==> config.mk <==
export PLATFORM = sky130hd
export DESIGN_NAME = cfi_log_queue
export DESIGN_NICKNAME = d
export VERILOG_FILES = /design/src/rtl/ariane_pkg.sv /design/src/rtl/cfi_log_queue.sv
export SDC_FILE = /design/constraint.sdc
export NUM_CORES = 2
export LEC_CHECK = 0
export CAP_MARGIN = 20
export CORE_MARGIN = 2
export CORE_UTILIZATION = 40
export CTS_BUF_LIST = sky130_fd_sc_hd__clkbuf_8 sky130_fd_sc_hd__clkbuf_16
export DETAILED_ROUTE_END_ITERATION = 8
export PLACE_DENSITY_LB_ADDON = 0.1
export SLEW_MARGIN = 20
export SYNTH_ARGS = -nofsm -noshare
export SYNTH_HDL_FRONTEND = slang
export SYNTH_SLANG_ARGS = --single-unit
==> constraint.sdc <==
create_clock -name clk_i -period 18.64 [get_ports clk_i]
set_input_delay 5.592 -clock clk_i [delete_from_list [all_inputs] [get_ports clk_i]]
set_output_delay 5.592 -clock clk_i [all_outputs]
set_load 0.01 [all_outputs]
==> src/rtl/ariane_pkg.sv <==
// Shared CFI log record type and queue sizing constants for the CFI logging path.
package ariane_pkg;

  localparam int unsigned VLEN          = 64;
  localparam int unsigned CFI_LOG_DEPTH = 8;
  localparam int unsigned DROP_CNT_W    = 16;

  typedef struct packed {
    logic [31:0]     instr;
    logic [VLEN-1:0] addr_pc;
    logic [VLEN-1:0] addr_npc;
    logic [VLEN-1:0] addr_target;
  } cfi_log_t;

endpackage

==> src/rtl/cfi_log_queue.sv <==
// Multi-port CFI log queue: compacts per-port pushes into a circular buffer, drops
// (and counts) logs that do not fit, and presents the head entry to one consumer.
module cfi_log_queue
  import ariane_pkg::*;
#(
  parameter int unsigned NR_COMMIT_PORTS = 2,
  parameter int unsigned DEPTH           = CFI_LOG_DEPTH
) (
  input  logic                       clk_i,
  input  logic                       rst_i,
  input  cfi_log_t                   log_i [NR_COMMIT_PORTS],
  input  logic [NR_COMMIT_PORTS-1:0] log_valid_i,
  output cfi_log_t                   log_o,
  output logic                       log_valid_o,
  input  logic                       log_ready_i,
  output logic                       stall_o,
  output logic                       overflow_o,
  output logic [DROP_CNT_W-1:0]      drop_cnt_o,
  input  logic                       clear_i
);

  localparam int unsigned PW  = $clog2(DEPTH);
  localparam int unsigned CW  = PW + 1;
  localparam int unsigned DW1 = DROP_CNT_W + 1;

  logic [PW-1:0]         rd_ptr_q, rd_ptr_d;
  logic [PW-1:0]         wr_ptr_q, wr_ptr_d;
  logic [CW-1:0]         count_q, count_d;
  logic [CW-1:0]         free, n_valid, n_push, n_drop, slot_sum;
  logic [NR_COMMIT_PORTS-1:0] accept;
  logic [PW-1:0]         slot [NR_COMMIT_PORTS];
  logic                  pop;
  logic [DROP_CNT_W-1:0] drop_cnt_q, drop_cnt_d, drop_base;
  logic [DW1-1:0]        drop_sum;
  logic                  overflow_q, overflow_d;
  cfi_log_t              mem_q [DEPTH];

  // Free space comes from the registered count, so a same-cycle pop never frees a slot.
  always_comb begin
    free     = CW'(DEPTH) - count_q;
    n_valid  = '0;
    slot_sum = '0;
    accept   = '0;
    for (int i = 0; i < int'(NR_COMMIT_PORTS); i++) begin
      accept[i] = log_valid_i[i] && (n_valid < free);
      slot_sum  = {1'b0, wr_ptr_q} + n_valid;
      slot[i]   = slot_sum[PW-1:0];
      if (log_valid_i[i]) n_valid = n_valid + CW'(1);
    end
    n_push   = (n_valid < free) ? n_valid : free;
    n_drop   = n_valid - n_push;
    pop      = (count_q != '0) && log_ready_i;
    count_d  = count_q + n_push - CW'(pop);
    wr_ptr_d = wr_ptr_q + n_push[PW-1:0];
    rd_ptr_d = rd_ptr_q + PW'(pop);

    // Clear takes effect before this cycle's drops are added.
    drop_base  = clear_i ? '0 : drop_cnt_q;
    drop_sum   = {1'b0, drop_base} + DW1'(n_drop);
    drop_cnt_d = drop_sum[DW1-1] ? '1 : drop_sum[DROP_CNT_W-1:0];
    overflow_d = (overflow_q && !clear_i) || (n_drop != '0);
  end

  always_ff @(posedge clk_i or posedge rst_i) begin
    if (rst_i) begin
      rd_ptr_q   <= '0;
      wr_ptr_q   <= '0;
      count_q    <= '0;
      drop_cnt_q <= '0;
      overflow_q <= 1'b0;
    end else begin
      rd_ptr_q   <= rd_ptr_d;
      wr_ptr_q   <= wr_ptr_d;
      count_q    <= count_d;
      drop_cnt_q <= drop_cnt_d;
      overflow_q <= overflow_d;
    end
  end

  always_ff @(posedge clk_i) begin
    for (int i = 0; i < int'(NR_COMMIT_PORTS); i++) begin
      if (accept[i]) mem_q[slot[i]] <= log_i[i];
    end
  end

  assign log_valid_o = (count_q != '0);
  assign log_o       = mem_q[rd_ptr_q];
  assign stall_o     = free < CW'(NR_COMMIT_PORTS);
  assign overflow_o  = overflow_q;
  assign drop_cnt_o  = drop_cnt_q;

endmodule

==> results.json <==
{
  "status": "finished, final reports clean",
  "syn_nets": 5255,
  "setup_ws_ps": 7419,
  "clockBufferDepth": 3,
  "root_buffer": "clkbuf_16",
  "crit_path_frequent_cell": "buf_4",
  "wl_per_cell_um": 30.18,
  "dp_slack_ps": 7277,
  "die_h_um": 482.0,
  "grt_pass1_wl_um": 375000,
  "p_seq_frac": 0.364,
  "clock_latency_ps": 830,
  "fillers": 19400,
  "min_delay_worst_endpoint": "wr_ptr_q[0]",
  "path_class": "reg -> out",
  "rr_worst_depth": 11,
  "synthTopCellsByCount": "edfxtp_1, mux2_2, mux4_2",
  "crit_fanout": 89,
  "syn2layout_area_growth_pct": 17.80,
  "first_pass_iters": 5,
  "cp.required_ps": 13050,
  "worstReg2RegEnd": "mem_q[5][66]",
  "p_int_uw": 11910,
  "swShare": 0.3349,
  "drive_above_1_share": 0.4521,
  "hpwl_um": 143700,
  "ys_types": 46,
  "yosysWarnings": 0,
  "fin_skew_ps": 29.94,
  "drc": 0,
  "initial_utilization": 0.4022,
  "yosysTopAreaCellShare": 0.5887,
  "synth_seq_area_share": 0.5961,
  "h-tree-depth": 4,
  "grt_pass1_vias": 51940,
  "design_power_total_uw": 17910,
  "holdBufCountCts": 0,
  "globalRoute.totalOverflow": 0,
  "ff2ff_setup_slack_ps": 12840,
  "vias": 48510,
  "max-vdd-ir-drop_mv": 0.1540,
  "worstPathArrival_ps": 5630,
  "setup_viol": 0,
  "cp_cell_sequence": "buf_12 -> buf_4 -> buf_4 -> mux4_2 -> mux2_2 -> clkdlybuf4s50_1",
  "fin_nets": 5919,
  "critPathTopFamily": "buffers and inverters",
  "timing.max_cap.violations": 0,
  "power_frac_comb": 0.425,
  "die_area_mm2": 0.2324,
  "p_leak_uw": 0.03669,
  "avgSynthCellArea_um2": 19.14,
  "io_buffers": 696,
  "r2r_start": "count_q[0]",
  "routed_wl_um": 260700,
  "finalHoldViolCount": 0,
  "cts_tree": "done",
  "core_mm2": 0.2273,
  "period_share": 0.6020,
  "die_w_um": 482.0,
  "cpMaxStageDelayCell": "buf_4",
  "routabilityCongestion": 0.7624,
  "hold_path_depth": 1,
  "synth_cells": 4776,
  "syn_area_mm2": 0.09141,
  "synth_most_common_cell": "edfxtp_1",
  "synth.area.top_cells": "edfxtp_1, mux2_2, mux4_2",
  "vias_per_cell": 5.615,
  "max_freq_mhz": 89.12,
  "yosysTopAreaCell": "edfxtp_1",
  "relSlewSlack": 0.2451,
  "p_sw_uw": 5998,
  "post_cts_buffers": 0,
  "critPathMaxStageDelay_ps": 840,
  "cp_num_buf_inv": 4,
  "grt_start_max_net_pins": 120,
  "drv_slew": 0,
  "cp-end-kind": "primary output",
  "min_from": "wr_ptr_q[0]",
  "drt_iter0_drc": 3294,
  "synthArstFlopShare": 0.01484,
  "pwr-share-clk": 0.212,
  "crit_path_start_kind": "flop",
  "cts-resized-gates": 0,
  "rsz0062_at_grt": "false",
  "period_needed_ps": 11220,
  "num_rows": 175,
  "ant_nets": 0,
  "antenna_found_initial": 99,
  "synth_edf_count": 1792,
  "path_clk_slew_ps": 60,
  "cts_buffers": 205,
  "synthFlopType": "edfxtp_1",
  "worstMarginPinSlew_ps": 1130,
  "cts.sinks": 1819,
  "grt.total_usage": 0.2216,
  "p_per_area_mw_per_mm2": 166.3,
  "synth_seq_cells": 1819,
  "hold_path.class": "reg -> reg",
  "top_level_ports": 697
}
-- how the worst max path moves through the flow --
stage	from	end	slack [ps]	cells past startpoint
3_3_place_gp	log_valid_i[0]	mem_q[5][57]	7280	11
3_5_place_dp	log_valid_i[0]	mem_q[5][67]	7280	11
4_1_cts	rd_ptr_q[0]	log_o[140]	7160	6
2_1_floorplan	log_valid_i[0]	mem_q[4][0]	-4450	2
6_report	rd_ptr_q[0]	log_o[140]	7420	6
5_1_grt	rd_ptr_q[0]	log_o[140]	6960	6
-- cell families (layout without fill, tap and decap cells) --
| logic type | Yosys count | after routing | synth area share |
|---|---|---|---|
| compound gates | 32 | 32 | 0.002478 |
| xor+xnor | 17 | 17 | 0.001629 |
| fa+ha+maj | 25 | 25 | 0.003751 |
| buf+inv | 347 | 1171 | 0.02008 |
| flops | 1819 | 1819 | 0.5961 |
| mux | 2468 | 2468 | 0.3714 |
| other cells | 0 | 30 | 0 |
| simple gates | 68 | 68 | 0.004558 |
-- placed cells by master, fill, tap and decap left out, types with 21 or more instances in the layout --
cell type        Yosys  final
mux4_2             448    448
inv_1               21     73
ha_1                21     21
mux2_4             298    298
mux2_2            1420   1420
clkbuf_16            0    210
diode_2              0     30
clkinv_2             0     30
buf_4                3     72
dfrtp_1             27     24
clkdlybuf4s50_1      0    696
edfxtp_1          1792   1792
clkinv_1             0     55
mux2_1             298    298
-- sequential cells by signal, indices dropped and copies added, names as in the netlist --
| name | cells |
|---|---|
| drop_cnt_o | 16 |
| overflow_o | 1 |
| wr_ptr_q | 3 |
| rd_ptr_q | 3 |
| mem_q | 1792 |
| count_q | 4 |
-- routing by layer --
metal  vias up  track usage  routed length (um)
met5         -            0                 560
met4        90      0.05882                6599
met3       470      0.04727               14280
met2      1182       0.3794              130600
met1     25730       0.2848              108700
li1      21040            -                   -
-- metrics by stage --
step	instance area, um2	instances	hold WS, ps	TNS (ps)	utilization
after global placement	101400	8241	561.1	0	0.4460
after global routing	107600	8625	605.0	0	0.4736
after CTS	107600	8609	573.3	0	0.4734
after detailed placement	101400	8242	560.6	0	0.4461
final	107700	8639	570.8	0	0.4738
after floorplan	91410	4776	476.5	-7364610	-
-- area by class of cell --
type / count / area [um2] / share of cell area
Clock inverter: 157 / 949.7 / 0.008820
Antenna cell: 30 / 75.07 / 0.0006972
Tap cell: 3009 / 3765 / 0.03496
Timing Repair Buffer: 783 / 7815 / 0.07258
Clock buffer: 210 / 5255 / 0.04880
Sequential cell: 1819 / 54500 / 0.5061
Multi-Input combinational cell: 2610 / 35240 / 0.3273
Inverter: 21 / 78.83 / 0.0007321
-- worst register-to-register path: stages, from the launching register on --
cell	delay, ps
dfrtp_1	430
inv_1	110
ha_1	260
nor3b_1	280
a41o_1	290
a31oi_4	230
nand4b_1	290
buf_12	560
buf_4	930
buf_4	930
buf_4	800
mux2_2	430
-- power groups by stage --
| stage | Combinational [uW] | Sequential [uW] | Clock [uW] |
|---|---|---|---|
| floorplan | 4640 | 7370 | 0 |
| global placement | 7740 | 6580 | 0 |
| detailed placement | 7770 | 6610 | 0 |
| CTS | 7810 | 6530 | 3890 |
| global route | 8070 | 6620 | 4040 |
| finish | 7610 | 6510 | 3790 |
(Power assumes the default switching activity.)
